**config.mk**
```make
export PLATFORM = sky130hd
export DESIGN_NAME = systolic_skew_feeder_flat
export DESIGN_NICKNAME = d
export VERILOG_FILES = /design/src/rtl/systolic_skew_feeder_if.sv /design/src/rtl/systolic_skew_feeder.sv /design/src/flat_wrapper.sv
export SDC_FILE = /design/constraint.sdc
export NUM_CORES = 1
export LEC_CHECK = 0
export BUFFER_PORTS_ARGS = -buffer_cell sky130_fd_sc_hd__buf_2
export CORE_MARGIN = 4
export CORE_UTILIZATION = 35
export CTS_BUF_LIST = sky130_fd_sc_hd__clkbuf_8
export DETAILED_ROUTE_END_ITERATION = 16
export HOLD_SLACK_MARGIN = 0.12
export PLACE_DENSITY = 0.65
export SYNTH_ARGS = -nofsm -noshare
export SYNTH_HDL_FRONTEND = slang
export SYNTH_SLANG_ARGS = --single-unit
```
**constraint.sdc**
```tcl
create_clock -name clk -period 8.3 [get_ports clk]
set_clock_uncertainty 0.15 [all_clocks]
set_input_delay 1.245 -clock clk [delete_from_list [all_inputs] [get_ports clk]]
set_output_delay 1.245 -clock clk [all_outputs]
set_load 0.1 [all_outputs]
```
**src/rtl/systolic_skew_feeder_if.sv**
```systemverilog
// systolic_skew_feeder_if: beat input, skewed lane output and product control for one array edge feeder.
interface systolic_skew_feeder_if #(
    parameter int N         = 4,
    parameter int DATA_BITS = 16,
    parameter int K_W       = 8
);
    logic                   start;
    logic [K_W-1:0]         k_len;
    logic                   in_valid;
    logic                   in_ready;
    logic [N*DATA_BITS-1:0] in_data;
    logic [N*DATA_BITS-1:0] lane_out;
    logic                   acc_clr;
    logic                   busy;
    logic                   done;
    modport master (
        output start, k_len, in_valid, in_data,
        input  in_ready, lane_out, acc_clr, busy, done
    );
    modport slave (
        input  start, k_len, in_valid, in_data,
        output in_ready, lane_out, acc_clr, busy, done
    );
endinterface

```
**src/rtl/systolic_skew_feeder.sv**
```systemverilog
// systolic_skew_feeder: skews N-lane beats (lane i delayed i+1 cycles) into a systolic array edge,
// counts K beats, flushes zeros for 2N-1 cycles and pulses done once the array has drained.
module systolic_skew_feeder #(
    parameter int N         = 4,
    parameter int DATA_BITS = 16,
    parameter int K_W       = 8
) (
    input logic                  clk,
    input logic                  rst,
    systolic_skew_feeder_if.slave bus
);
    localparam int FW = $clog2(2 * N);
    typedef enum logic [1:0] {IDLE, FEED, FLUSH, DONE} state_t;
    state_t         state_q, state_d;
    logic [K_W-1:0] k_q, k_d, cnt_q, cnt_d;
    logic [FW-1:0]  flush_q, flush_d;
    logic           acc_clr_q, acc_clr_d;
    logic           accept;
    assign accept = bus.in_valid && state_q == FEED;
    always_comb begin
        state_d   = state_q;
        k_d       = k_q;
        cnt_d     = cnt_q;
        flush_d   = flush_q;
        acc_clr_d = 1'b0;
        case (state_q)
            IDLE: if (bus.start && bus.k_len != '0) begin
                state_d   = FEED;
                k_d       = bus.k_len;
                cnt_d     = '0;
                acc_clr_d = 1'b1;
            end
            FEED: if (accept) begin
                cnt_d = cnt_q + K_W'(1);
                if (cnt_q + K_W'(1) == k_q) begin
                    state_d = FLUSH;
                    flush_d = '0;
                end
            end
            FLUSH: begin
                flush_d = flush_q + FW'(1);
                state_d = flush_q == FW'(2 * N - 2) ? DONE : FLUSH;
            end
            default: state_d = IDLE;
        endcase
    end
    always_ff @(posedge clk or posedge rst) begin
        if (rst) begin
            state_q   <= IDLE;
            k_q       <= '0;
            cnt_q     <= '0;
            flush_q   <= '0;
            acc_clr_q <= 1'b0;
        end else begin
            state_q   <= state_d;
            k_q       <= k_d;
            cnt_q     <= cnt_d;
            flush_q   <= flush_d;
            acc_clr_q <= acc_clr_d;
        end
    end
    assign bus.in_ready = state_q == FEED;
    assign bus.busy     = state_q == FEED || state_q == FLUSH;
    assign bus.done     = state_q == DONE;
    assign bus.acc_clr  = acc_clr_q;
    // Non-accepted cycles inject zeros so bubbles and flush keep every lane aligned.
    for (genvar i = 0; i < N; i++) begin : g_lane
        logic [DATA_BITS-1:0] sr_q [i+1];
        logic [DATA_BITS-1:0] sr_d [i+1];
        always_comb begin
            sr_d[0] = accept ? bus.in_data[i*DATA_BITS +: DATA_BITS] : '0;
            for (int j = 1; j <= i; j++) sr_d[j] = sr_q[j-1];
        end
        always_ff @(posedge clk or posedge rst) begin
            if (rst) sr_q <= '{default: '0};
            else     sr_q <= sr_d;
        end
        assign bus.lane_out[i*DATA_BITS +: DATA_BITS] = sr_q[i];
    end
endmodule

```
**src/flat_wrapper.sv**
```systemverilog
// flat-port wrapper written by rule: the top's interface ports become plain ports
module systolic_skew_feeder_flat 
#(
    parameter int N         = 4,
    parameter int DATA_BITS = 16,
    parameter int K_W       = 8
)
  (clk, rst, bus_start, bus_k_len, bus_in_valid, bus_in_data, bus_in_ready, bus_lane_out, bus_acc_clr, bus_busy, bus_done);
  systolic_skew_feeder_if #(.N(N), .DATA_BITS(DATA_BITS), .K_W(K_W)) bus_i ();
  input logic clk;
  input logic rst;
  input wire logic [$bits(bus_i.start)-1:0] bus_start;
  input wire logic [$bits(bus_i.k_len)-1:0] bus_k_len;
  input wire logic [$bits(bus_i.in_valid)-1:0] bus_in_valid;
  input wire logic [$bits(bus_i.in_data)-1:0] bus_in_data;
  output wire logic [$bits(bus_i.in_ready)-1:0] bus_in_ready;
  output wire logic [$bits(bus_i.lane_out)-1:0] bus_lane_out;
  output wire logic [$bits(bus_i.acc_clr)-1:0] bus_acc_clr;
  output wire logic [$bits(bus_i.busy)-1:0] bus_busy;
  output wire logic [$bits(bus_i.done)-1:0] bus_done;
  assign bus_i.start = bus_start;
  assign bus_i.k_len = bus_k_len;
  assign bus_i.in_valid = bus_in_valid;
  assign bus_i.in_data = bus_in_data;
  assign bus_in_ready = bus_i.in_ready;
  assign bus_lane_out = bus_i.lane_out;
  assign bus_acc_clr = bus_i.acc_clr;
  assign bus_busy = bus_i.busy;
  assign bus_done = bus_i.done;
  systolic_skew_feeder #(.N(N), .DATA_BITS(DATA_BITS), .K_W(K_W)) u_core (.clk(clk), .rst(rst), .bus(bus_i));
endmodule
```
==> results of run 1 <==
## area by class of cell
class | instances | area share [%]
clock buffer | 18 | 3.44
inverter | 8 | 0.521
timing repair buffer | 146 | 10.3
sequential | 182 | 63.2
clock inverter | 14 | 2.24
tap | 220 | 3.82
multi-input combinational | 167 | 16.5
## cell families (layout without fill, tap and decap cells)
logic type | count (synthesis) | after routing
multiplexers | 13 | 13
AND/OR/NAND/NOR | 106 | 106
flip-flops | 182 | 182
adder cells (fa/ha/maj) | 8 | 8
AO/OA/AOI/OAI | 29 | 29
XOR/XNOR | 11 | 11
buffers and inverters | 28 | 186
## routing by layer
metal / vias up / share of wire, % / GRT usage [%]
li1: 1572 / - / -
met1: 1650 / 41 / 14.2
met2: 95 / 51 / 19.5
met3: 16 / 6.3 / 3.62
met4: 0 / 1.8 / 5.10
met5: - / 0 / 0
## stage by stage
step | area, um2 | util [%] | setup WS [ns]
final | 7200 | 43.7 | 5.11
after global routing | 7200 | 43.7 | 5.00
after CTS | 7200 | 43.7 | 5.06
after detailed placement | 6790 | 41.3 | 4.96
after global placement | 6790 | 41.3 | 5.04
after floorplan | 5850 | - | 1.96
## Yosys cell counts, types with 2 or more instances
master	instances
sky130_fd_sc_hd__a21boi_2	2
sky130_fd_sc_hd__a21oi_1	2
sky130_fd_sc_hd__a22o_1	4
sky130_fd_sc_hd__a31oi_1	7
sky130_fd_sc_hd__and3_1	65
sky130_fd_sc_hd__buf_4	2
sky130_fd_sc_hd__clkbuf_1	16
sky130_fd_sc_hd__dfrtp_1	182
sky130_fd_sc_hd__ha_1	8
sky130_fd_sc_hd__inv_1	8
sky130_fd_sc_hd__mux2_1	2
sky130_fd_sc_hd__mux2_2	8
sky130_fd_sc_hd__mux2i_1	2
sky130_fd_sc_hd__nand2_1	16
sky130_fd_sc_hd__nand2b_1	2
sky130_fd_sc_hd__nand3_1	6
sky130_fd_sc_hd__nand4_1	2
sky130_fd_sc_hd__nor2_1	4
sky130_fd_sc_hd__nor3_1	3
sky130_fd_sc_hd__o211ai_2	2
sky130_fd_sc_hd__o21ai_0	7
sky130_fd_sc_hd__or4_1	2
sky130_fd_sc_hd__xnor2_1	6
sky130_fd_sc_hd__xor2_1	3
sky130_fd_sc_hd__xor2_2	2
## worst max-delay path, cell delays in order (launching register included)
cell	delay, ns
sky130_fd_sc_hd__dfrtp_1	0.43
sky130_fd_sc_hd__inv_1	0.10
sky130_fd_sc_hd__ha_1	0.37
sky130_fd_sc_hd__buf_2	0.46
## registers in the layout, summed over array words and instances (netlist names)
| name | count |
|---|---|
| u_core.bus.acc_clr | 1 |
| u_core.bus.lane_out | 48 |
| u_core.cnt_q | 8 |
| u_core.flush_q | 3 |
| u_core.g_lane.sr_d | 96 |
| u_core.g_lane.sr_q | 16 |
| u_core.k_q | 8 |
| u_core.state_q | 2 |
## worst min-delay path by stage
| stage | startpoint | end |
|---|---|---|
| 3_5_place_dp | u_core.g_lane[1].sr_d[10] | u_core.bus.lane_out[26] |
| 2_1_floorplan | u_core.g_lane[1].sr_d[0] | u_core.bus.lane_out[16] |
| 3_3_place_gp | u_core.g_lane[1].sr_d[7] | u_core.bus.lane_out[23] |
| 6_report | u_core.g_lane[3].sr_d[30] | u_core.g_lane[3].sr_d[14] |
| 4_1_cts | u_core.g_lane[3].sr_d[17] | u_core.g_lane[3].sr_d[1] |
| 5_1_grt | u_core.g_lane[3].sr_d[2] | u_core.bus.lane_out[50] |
## report_power, final
group          switching [uW]  internal [uW]
sequential               55.3            999
combinational             494            151
clock                     331            261
==> impl.org, run 1 <==
** Power and ir drop
- The design draws 2290 uW.
- Total power divided by cell area :: 318 nW/um2
- VDD sags by at most 0.133 mV.
- The analysis attributes to cell leakage a power of 0.00409 uW.

** Global route
- Total gr overflow :: 0
- Initial antenna violation count :: 0
- The via count of the first global-routing pass came to 3475.
- For this run, the total global-route usage over all layers was measured as 11.7%.
- Global-route wire length before repair :: 17.1 mm
- Maximum number of pins on one net before global-route repair :: 96

** Logic synthesis
- The synthesized netlist devotes 10.5% of its cell area to simple gates.
- Summing the areas of all compound-gate instances in the mapped netlist gives 3.63% of the synthesized area.
- After Yosys synthesis, XOR and XNOR cells account for 1.90% of the synthesized area.
- Multiplexer share of the synthesized area :: 2.52%
- By area the synthesized netlist is led by sky130_fd_sc_hd__dfrtp_1 78%, sky130_fd_sc_hd__and3_1 6.9%, sky130_fd_sc_hd__ha_1 1.7%, sky130_fd_sc_hd__mux2_2 1.5%, sky130_fd_sc_hd__clkbuf_1 1.0%.
- Distinct cell type count after synthesis :: 39
- Synthesized area per cell :: 15.5 um2
- After synthesis the cells add up to 5850 um2.
- Syn nets :: 461
- Number of enable flip-flop cells after synthesis :: 0
- Register bit total from synthesis :: 182
- Sequential elements use 77.8% of the synthesized area.
- Yosys printed 0 warnings.
- In the synthesized netlist, the number of instances is 377.
- Async set-reset flop share out of synthesis :: 100%
- In the synthesized netlist the dominant register cell turns out to be sky130_fd_sc_hd__dfrtp_1.
- Largest family of logic cells by synthesized area :: simple AND/OR/NAND/NOR gates
- Adder-cell share of the synthesized area :: 1.71%
- Summed over its instances, the top area cell type makes up 77.8% of the synthesized netlist area.
- Of all cell types, the one taking the most synthesized area is sky130_fd_sc_hd__dfrtp_1.

** Critical path
- The startpoint identified for the worst register-to-register timing path is u_core.cnt_q[0].
- Crit path kind :: flop to primary output
- Along the worst path, the maximum fanout reaches 5.
- At the worst endpoint, the arrival time is 1.80 ns.
- Destination of the worst register-to-register timing path :: u_core.flush_q[1]
- Number of cells traversed by the worst register-to-register path :: 7
- Crit. Startpoint :: u_core.state_q[1]
- In this run the worst setup path terminates at bus_busy.
- Worst setup slack for register-to-register paths :: 5.86 ns
- Req. time, crit path :: 6.90 ns
- Startpoint type of the worst setup path :: flop
- Nature of the critical path endpoint :: primary output

** Status
- The flow ran to the end, and the final reports show no timing, DRC or antenna violations.

** STA
- The max-slew violation count was 0.
- Actual slew at the worst max-slew pin :: 1.03 ns
- The number of endpoints with negative hold slack in the final report came to 0.
- Worst hold slack after final layout :: 0.197 ns
- For the final routed database, the setup TNS stands at 0 ns.
- The worst path in the final design needs a cycle of 3.19 ns, including I/O delays and setup.
- Setup repair after global routing left no endpoint under its margin.
- Relative slew slack :: 31.3%
- For this run, the top clock speed supported by timing is 0.313 GHz.
- After layout, the worst path uses 38.4% of the clock period.
- Setup violations remaining at the end of the flow were counted as 0.

** Finish
- Counting the fill cells in the layout gives 1506.
- The number of antenna diodes in the final layout is 0.
- Relative area change from synthesis to final layout :: 23.0%
- The library cell used most frequently in the layout, excluding fill and tap cells, is sky130_fd_sc_hd__dfrtp_1.
- Across the whole layout, storage elements account for 4550 um2.
- In the final layout, the multi-input gates occupy 1190 um2.
- Share of final-layout standard cells stronger than drive strength 1 :: 36.8%
- Number of cells in the finished layout apart from fillers :: 755
- The library cells used most frequently in the layout, excluding fill and tap cells, are 182 x sky130_fd_sc_hd__dfrtp_1, 143 x sky130_fd_sc_hd__buf_2, 65 x sky130_fd_sc_hd__and3_1, 18 x sky130_fd_sc_hd__clkbuf_8, 16 x sky130_fd_sc_hd__nand2_1.
- Total number of nets in the final design :: 606

** Clock network
- The root buffer cell chosen for the clock tree is sky130_fd_sc_hd__clkbuf_8.
- TritonCTS built the clock tree.
- Counting every sink on the clock net gives 182.
- The H-tree was split into 4 levels.
- Post-CTS Hold Fix Bufs :: 0
- In this run the deepest clock path goes through 2 buffers.
- Cells resized by post-CTS repair :: 0
- Number of buffers added for setup after CTS :: 0
- Buffers inserted during clock tree synthesis total 17.
- The later pin in the worst-skew pair is clocked with a latency of 0.44 ns.
- Clock-pin slew was measured on the worst setup and hold paths at 0.09 ns.

** Detailed routing
- The first TritonRoute pass finished after 4 iterations.
- Via count normalized by instance count :: 4.41
- Total wire length after detailed routing :: 10.7 mm
- Remaining design rule violation count :: 0
- In the final routed layout, each cell accounts on average for 14.2 um.
- Detailed routing inserted a total of 3333 vias.
- Residual antenna-violating net count after detailed routing :: 0
- Initial DRC Count :: 132

** Hold path
- Class of the tightest hold or removal check :: flop to flop
- Along the worst hold path, the cell count comes to 0.

** Run
- Number of max-cap violations :: 0

** Floorplan
- Die area :: 18900 um2
- Num rows :: 47
- Measured along the x axis, the die boundary spans 137 um.
- During I/O placement, the number of pins put on the boundary was 144.
- For this configuration, the core starts out at a cell density of 35.6%.
- In this run the vertical extent of the chip is 137 um.
- Placeable core region :: 16500 um2

** Placement
- During placement, the flow inserted port buffers numbering 143.
- Placed cell count :: 723
- Routability-driven placement finished with a final weighted congestion of 0.857.
- Once detailed placement completed, the half-perimeter wirelength came to 7.25 mm.
No activity file was read; power rests on OpenSTA's default activity.
==> inputs of run 2 (changes only) <==
clock period = 3.15 ns   (was 8.3 ns; I/O delays follow)
==> impl.org, run 2 (same netlist as run 1, synthesis figures left out) <==
** Placement
- The count of input and output buffers came to 143 (unchanged).
- The post-placement worst setup slack was 0.760 ns (was 4.96 ns).
- The placer's final routability congestion estimate was 0.785 (was 0.857).
- Instance area at placement :: 6820 um2 (was 6790 um2)
- Post-detail-place hpwl :: 7.64 mm (was 7.25 mm)

** Clock network
- Number of buffers inserted during clock tree synthesis :: 17 (unchanged)
- Clock tree root driver cell :: sky130_fd_sc_hd__clkbuf_8 (unchanged)
- Longest Clk Path Bufs :: 2 (unchanged)
- H-tree depth :: 4 (unchanged)
- The CTS tree is yes (unchanged).
- The clock slew seen by the registers of the worst setup and hold paths came to 0.08 ns (was 0.09 ns).
- Worst skew pair latency :: 0.44 ns (about the same)
- Number of buffers added for setup after CTS :: 0 (unchanged)
- Count of clock tree sinks :: 182 (unchanged)

** Finish
- The most common library cell in the layout ignoring fill and taps is sky130_fd_sc_hd__dfrtp_1 (unchanged).
- The number of filler cells placed in the layout is 1449 (was 1506).
- Final non-filler cell area :: 7930 um2 (was 7200 um2)
- Commonest cells after routing, fill and taps aside :: 182 x sky130_fd_sc_hd__dfrtp_1, 143 x sky130_fd_sc_hd__buf_2, 72 x sky130_fd_sc_hd__dlygate4sd3_1, 65 x sky130_fd_sc_hd__and3_1, 17 x sky130_fd_sc_hd__clkbuf_8 (was 182 x sky130_fd_sc_hd__dfrtp_1, 143 x sky130_fd_sc_hd__buf_2, 65 x sky130_fd_sc_hd__and3_1, 18 x sky130_fd_sc_hd__clkbuf_8, 16 x sky130_fd_sc_hd__nand2_1)
- The number of nets in the layout came to 680 (was 606).
- The total area of sequential cells was 4550 um2 (unchanged).
- Finished Core Util :: 48.1% (was 43.7%)
- Number of flip-flops in the largest register :: 96 (unchanged)
- The area overhead of the layout relative to synthesis was 35.4% (was 23.0%).
- Multi-input gate area in the final layout :: 1190 um2 (unchanged)
- Share of final-layout standard cells stronger than drive strength 1 :: 32.2% (was 36.8%)

** STA
- Part of the cycle the worst path needs :: 81.5%
- Relative slew slack :: 36.8% (was 31.3%)
- The total negative slack came to 0 ns (unchanged).
- Actual slew at the worst max-slew pin :: 0.948 ns (was 1.03 ns)
- The max-slew violation count was 0 (unchanged).
- Maximum clock rate :: 0.389 GHz
- Unrepaired setup endpoints after global routing :: no (unchanged)
- Finish-stage setup viols :: 0 (unchanged)
- Shortest clock period the worst path allows after layout :: 2.57 ns
- The number of endpoints with negative hold slack in the final report came to 0 (unchanged).
- Worst hold slack after final layout :: 0.162 ns (was 0.197 ns)
- Worst setup margin :: 0.582 ns (was 5.11 ns)

** Global route
- Maximum number of pins on one net before global-route repair :: 101 (was 96)
- The final global-route overflow total is 0 (unchanged).
- The number of antenna violations at the first check in global routing came to 1 (was 0).
- Number of global-route vias before repair :: 3893 (was 3475)
- Global-route wire length before repair :: 19.0 mm (was 17.1 mm)
- Aggregate global-route resource usage :: 13.1% (was 11.7%)

** Critical path
- The startpoint of the most critical setup path is u_core.state_q[1] (unchanged).
- Critical path arrival :: 1.95 ns (was 1.80 ns)
- Slowest cell delay on critical path :: 0.49 ns (was 0.46 ns)
- The flop-to-flop setup slack is 0.74 ns (was 5.86 ns).
- Req. time, crit path :: 2.53 ns (was 6.90 ns)
- The element type at the critical path start is a flop (unchanged).
- The number of cells on the worst reg-to-reg path came to 7 (unchanged).
- The highest fanout seen on the critical path came to 38 (was 5).
- Nature of the critical path endpoint :: primary output (unchanged)
- Sequence of cells on the critical path: inv_1, ha_2, buf_4, buf_2 (was inv_1, ha_1, buf_2).
- The endpoint of the most critical setup path was bus_in_ready (was bus_busy).
- The launching point of the worst reg2reg path is u_core.cnt_q[0] (unchanged).
- The slowest cell on the critical path is sky130_fd_sc_hd__buf_2 (unchanged).
- The endpoint of the worst-slack reg-to-reg timing path was u_core.flush_q[1] (unchanged).
- The kind of critical path is flop to primary output (unchanged).

** Floorplan
- The area of the die was 18900 um2 (unchanged).
- The die height is 137 um (unchanged).
- The number of placement rows is 47 (unchanged).
- The area of the core region came to 16500 um2 (unchanged).
- The initial core utilization is 35.6% (unchanged).
- The die extent in x is 137 um (unchanged).
- I/O pin count :: 144 (unchanged)

** Detailed routing
- The wire length per cell came to 14.4 um (was 14.2 um).
- The total length of routed wires came to 12.0 mm (was 10.7 mm).
- The remaining routing DRC violations was 0 (unchanged).
- Via total after detailed routing :: 3641 (was 3333)
- Detailed-router iteration count before antenna repair :: 6 (was 4)
- Initial DRC Count :: 147 (was 132)
- Residual antenna-violating net count after detailed routing :: 0 (unchanged)
- Via count normalized by instance count :: 4.39 (was 4.41)

** Power and ir drop
- Worst supply voltage drop on vdd :: 0.729 mV (was 0.133 mV)
- Static leakage :: 0.00440 uW (was 0.00409 uW)
- The ratio of total power to cell area came to 766 nW/um2 (was 318 nW/um2).

** Status
- Outcome: finished, final reports clean (unchanged).

** Run
- The number of max-cap violations is 0 (unchanged).

** Hold path
- The worst hold-check path type is primary input to flop (was flop to flop).
## run 2: final cells by class
class / instances / share of cell area (%)
repair buffers: 220 / 18.8
clock inverters: 15 / 1.94
diodes: 1 / 0.0316
flip-flops and latches: 182 / 57.4
well taps: 220 / 3.47
multi-input cells: 167 / 15.0
clock buffers: 17 / 2.95
inverters: 8 / 0.426
## run 2: worst min-delay path by stage
stage	from	to	slack (ns)	depth (start not counted)
after detailed placement	u_core.g_lane[1].sr_d[13]	u_core.bus.lane_out[29]	0.18	0
after global routing	bus_in_data[6]	u_core.g_lane[0].sr_q[6]	0.12	2
after global placement	u_core.g_lane[1].sr_d[6]	u_core.bus.lane_out[22]	0.18	0
after floorplan	u_core.g_lane[1].sr_d[0]	u_core.bus.lane_out[16]	0.18	0
final	bus_in_data[6]	u_core.g_lane[0].sr_q[6]	0.16	2
after CTS	bus_in_data[6]	u_core.g_lane[0].sr_q[6]	0.12	2
## run 2: what timing repair did
item                                   in CTS  in global routing
resized for setup                           0                  0
hold buffers                               72                  0
endpoints found under the hold margin     171                  0
## run 2: through the flow
step | cells | power (uW)
2_1_floorplan | 377 | 4200
3_3_place_gp | 725 | 4490
3_5_place_dp | 725 | 4550
4_1_cts | 829 | 6160
5_1_grt | 830 | 6390
6_report | 830 | 6080
## run 2: where the power goes
group          internal, uW  total (uW)  switching, uW
clock network           712        1510            802
logic                   467        1780           1310
registers              2630        2780            150
total                  3810        6080           2270
## run 2: metal layers
layer / vias to the layer above / routed length [um] / GRT usage [%]
met5: - / 0 / 0
met4: 0 / 251 / 5.10
met3: 20 / 516 / 4.09
met2: 94 / 6320 / 23.0
met1: 1816 / 4890 / 15.0
li1: 1711 / - / -
## run 2: critical path, delay by kind of cell (launching register included)
family	cells	cell delay, ns
fa+ha+maj	1	0.18
buf+inv	3	0.89
flops	1	0.43
==> inputs of run 3 (changes only) <==
clock period = 2.48 ns   (was 3.15 ns; I/O delays follow)
==> impl.org, run 3 (same netlist as run 1, synthesis figures left out) <==
** Global route
- Aggregate global-route resource usage :: 13.1% (about the same)
- The largest net degree at the start of global routing is 44 (was 101).
- Number of global-route vias before repair :: 3947 (was 3893)
- The number of antenna violations at the first check in global routing came to 0 (was 1).
- The final global-route overflow total is 0 (unchanged).
- The first-pass GRT wire length came to 19.2 mm (was 19.0 mm).

** STA
- The total negative slack came to 0 ns (unchanged).
- Static timing analysis puts the maximum clock frequency at 0.418 GHz.
- The worst path uses 96.4% of the clock period.
- The worst path in the final design needs a cycle of 2.39 ns, including I/O delays and setup.
- Final count of pins violating max slew :: 0 (unchanged)
- Finish-stage setup viols :: 0 (unchanged)
- Unrepaired setup endpoints after global routing :: no (unchanged)
- Actual slew at the worst max-slew pin :: 0.760 ns (was 0.948 ns)
- Final count of hold timing violations :: 0 (unchanged)
- Relative slew slack :: 49.2% (was 36.8%)

** Floorplan
- Chip width :: 137 um (unchanged)
- Floorplan die height :: 137 um (unchanged)
- Starting Density :: 35.6% (unchanged)
- Num rows :: 47 (unchanged)
- The area of the core region was 16500 um2 (unchanged).
- Die area :: 18900 um2 (unchanged)
- The number of top-level pins was 144 (unchanged).

** Detailed routing
- The uppermost signal routing layer after detailed routing was met4 (unchanged).
- The violation count after the first detailed-routing iteration came to 155 (was 147).
- Via total after detailed routing :: 3696 (was 3641)
- Total wire length after detailed routing :: 12.0 mm (about the same)
- Amount of wire on met2 after detailed routing :: 6.28 mm (was 6.32 mm)
- Residual antenna-violating net count after detailed routing :: 0 (unchanged)
- The number of detailed-route iterations in the first pass is 4 (was 6).
- The wire length per cell was 14.4 um (about the same).
- Met1 wire length :: 4.87 mm (was 4.89 mm)
- The vias per cell came to 4.42 (was 4.39).
- The remaining routing DRC violations came to 0 (unchanged).
- The met3 layer wire length in the routed design was 610 um (was 516 um).

** Critical path
- Req. time, crit path :: 2.66 ns (was 2.53 ns)
- Nature of the critical path endpoint :: flop (was primary output)
- Destination of the worst register-to-register timing path :: u_core.flush_q[1] (unchanged)
- The data arrival at the endpoint of the critical path was 2.57 ns (was 1.95 ns).
- Maximum net fanout on the critical path :: 5 (was 38)
- Reg-to-reg startpoint :: u_core.cnt_q[1] (was u_core.cnt_q[0])
- Number of cells traversed by the worst register-to-register path :: 7 (unchanged)
- Startpoint type of the worst setup path :: flop (unchanged)
- Crit path kind :: flop to flop (was flop to primary output)
- Worst setup slack for register-to-register paths :: 0.09 ns (was 0.74 ns)

** Power and ir drop
- The total power draw is 7700 uW (was 6080 uW).
- The largest vdd supply drop is 0.790 mV (was 0.729 mV).
- Total power divided by cell area :: 961 nW/um2 (was 766 nW/um2)
- The static power due to leakage came to 0.00444 uW (was 0.00440 uW).

** Finish
- Antenna diode instance count :: 0 (was 1)
- The area overhead of the layout relative to synthesis was 36.9% (was 35.4%).
- The most common library cell in the layout ignoring fill and taps is sky130_fd_sc_hd__dfrtp_1 (unchanged).
- The share of cells above drive strength 1 is 33.0% (was 32.2%).
- Number of flip-flops in the largest register :: 96 (unchanged)
- Commonest cells after routing, fill and taps aside: 182 x sky130_fd_sc_hd__dfrtp_1, 143 x sky130_fd_sc_hd__buf_2, 73 x sky130_fd_sc_hd__dlygate4sd3_1, 65 x sky130_fd_sc_hd__and3_1, 17 x sky130_fd_sc_hd__clkbuf_8 (was 182 x sky130_fd_sc_hd__dfrtp_1, 143 x sky130_fd_sc_hd__buf_2, 72 x sky130_fd_sc_hd__dlygate4sd3_1, 65 x sky130_fd_sc_hd__and3_1, 17 x sky130_fd_sc_hd__clkbuf_8).
- Total number of nets in the final design :: 687 (was 680)

** Placement
- The HPWL after detailed placement was 8.09 mm (was 7.64 mm).
- The count of input and output buffers is 143 (unchanged).
- Global placement routability congestion :: 0.763 (was 0.785)

** Run
- The number of max-cap violations is 0 (unchanged).

** Hold path
- Startpoint of the most critical hold path :: u_core.g_lane[1].sr_d[14] (was bus_in_data[6])
- Class of the tightest hold or removal check :: flop to flop (was primary input to flop)
- The number of cells traversed by the worst hold path is 0 (was 2).
- Endpoint, Worst Hold :: u_core.bus.lane_out[30] (was u_core.g_lane[0].sr_q[6])

** Clock network
- Cells resized by post-CTS repair :: 0 (unchanged)
- Count of clock tree sinks :: 182 (unchanged)
- Clock tree root driver cell :: sky130_fd_sc_hd__clkbuf_8 (unchanged)
- The total CTS buffers is 17 (unchanged).
- Number of buffers added for setup after CTS :: 0 (unchanged)
- The maximum level of the CTS H-tree is 4 (unchanged).
- The CTS tree is yes (unchanged).
- Register clock-pin slew on the reported worst setup and hold paths :: 0.10 ns (was 0.08 ns)
- Longest Clk Path Bufs :: 2 (unchanged)
- Worst skew pair latency :: 0.44 ns (about the same)

** Status
- Outcome :: finished, final reports clean (unchanged)
==> run 3: cell types whose count changed in the layout (fill, tap and decap cells not counted), sizes merged <==
cell / before / now
buf: 148 / 154
clkinv: 3 / 4
bufinv: 2 / 1
diode: 1 / 0
dlygate4sd3: 72 / 73
==> run 3: through the flow <==
stage          instance area (um2)  hold WS (ns)  util, %  setup WS, ns  instances
2_1_floorplan                 5860         0.181        -        -0.379        377
3_3_place_gp                  6900         0.181     41.9         0.176        731
3_5_place_dp                  6900         0.185     41.9        0.0879        731
4_1_cts                       8010         0.150     48.7        0.0850        836
5_1_grt                       8010         0.191     48.7       0.00259        836
6_report                      8010         0.192     48.7        0.0904        836
==> run 3: timing repair <==
| action | CTS | global route |
|---|---|---|
| endpoints found under the setup margin | 0 | 1 |
| hold buffers | 73 | 0 |
| endpoints found under the hold margin | 97 | 0 |
==> run 3: metal layers <==
metal	global-route usage, %	vias up
li1	-	1736
met1	15.7	1824
met2	22.5	114
met3	3.73	22
met4	4.99	0
met5	0	-
==> run 3: worst max path at each step <==
stage                     from                 end  slack [ns]  depth (start not counted)
6_report       u_core.cnt_q[1]   u_core.flush_q[1]        0.09                          7
5_1_grt        u_core.cnt_q[1]   u_core.flush_q[1]       0.003                          7
4_1_cts        u_core.cnt_q[1]   u_core.flush_q[1]        0.09                          7
3_5_place_dp   u_core.cnt_q[1]   u_core.flush_q[1]        0.09                          7
3_3_place_gp   u_core.cnt_q[1]   u_core.flush_q[1]        0.18                          7
2_1_floorplan              rst  u_core.bus.acc_clr       -0.38                          1
==> run 3: cell type report <==
class                   instances  area [um2]
clock inverters                15         149
clock buffers                  17         234
repair buffers                227        1580
inverters                       8        33.8
fillers                      1424        8450
multi-input cells             167        1190
well taps                     220         275
flip-flops and latches        182        4550
==> run 3: critical path, stage by stage (launching register included) <==
cell                       delay (ns)
sky130_fd_sc_hd__dfrtp_1         0.44
sky130_fd_sc_hd__ha_1            0.33
sky130_fd_sc_hd__xnor2_1         0.19
sky130_fd_sc_hd__nand3_1         0.12
sky130_fd_sc_hd__nor4_2          0.29
sky130_fd_sc_hd__o211ai_2        0.19
sky130_fd_sc_hd__a21boi_2        0.26
sky130_fd_sc_hd__mux2_4          0.33
==> run 3: report_power, final <==
part | internal [uW] | leakage (uW) | switching (uW) | total (uW)
registers | 3340 | 0.00249 | 182 | 3520
clock network | 823 | 0.000197 | 1060 | 1880
logic | 614 | 0.00175 | 1680 | 2300
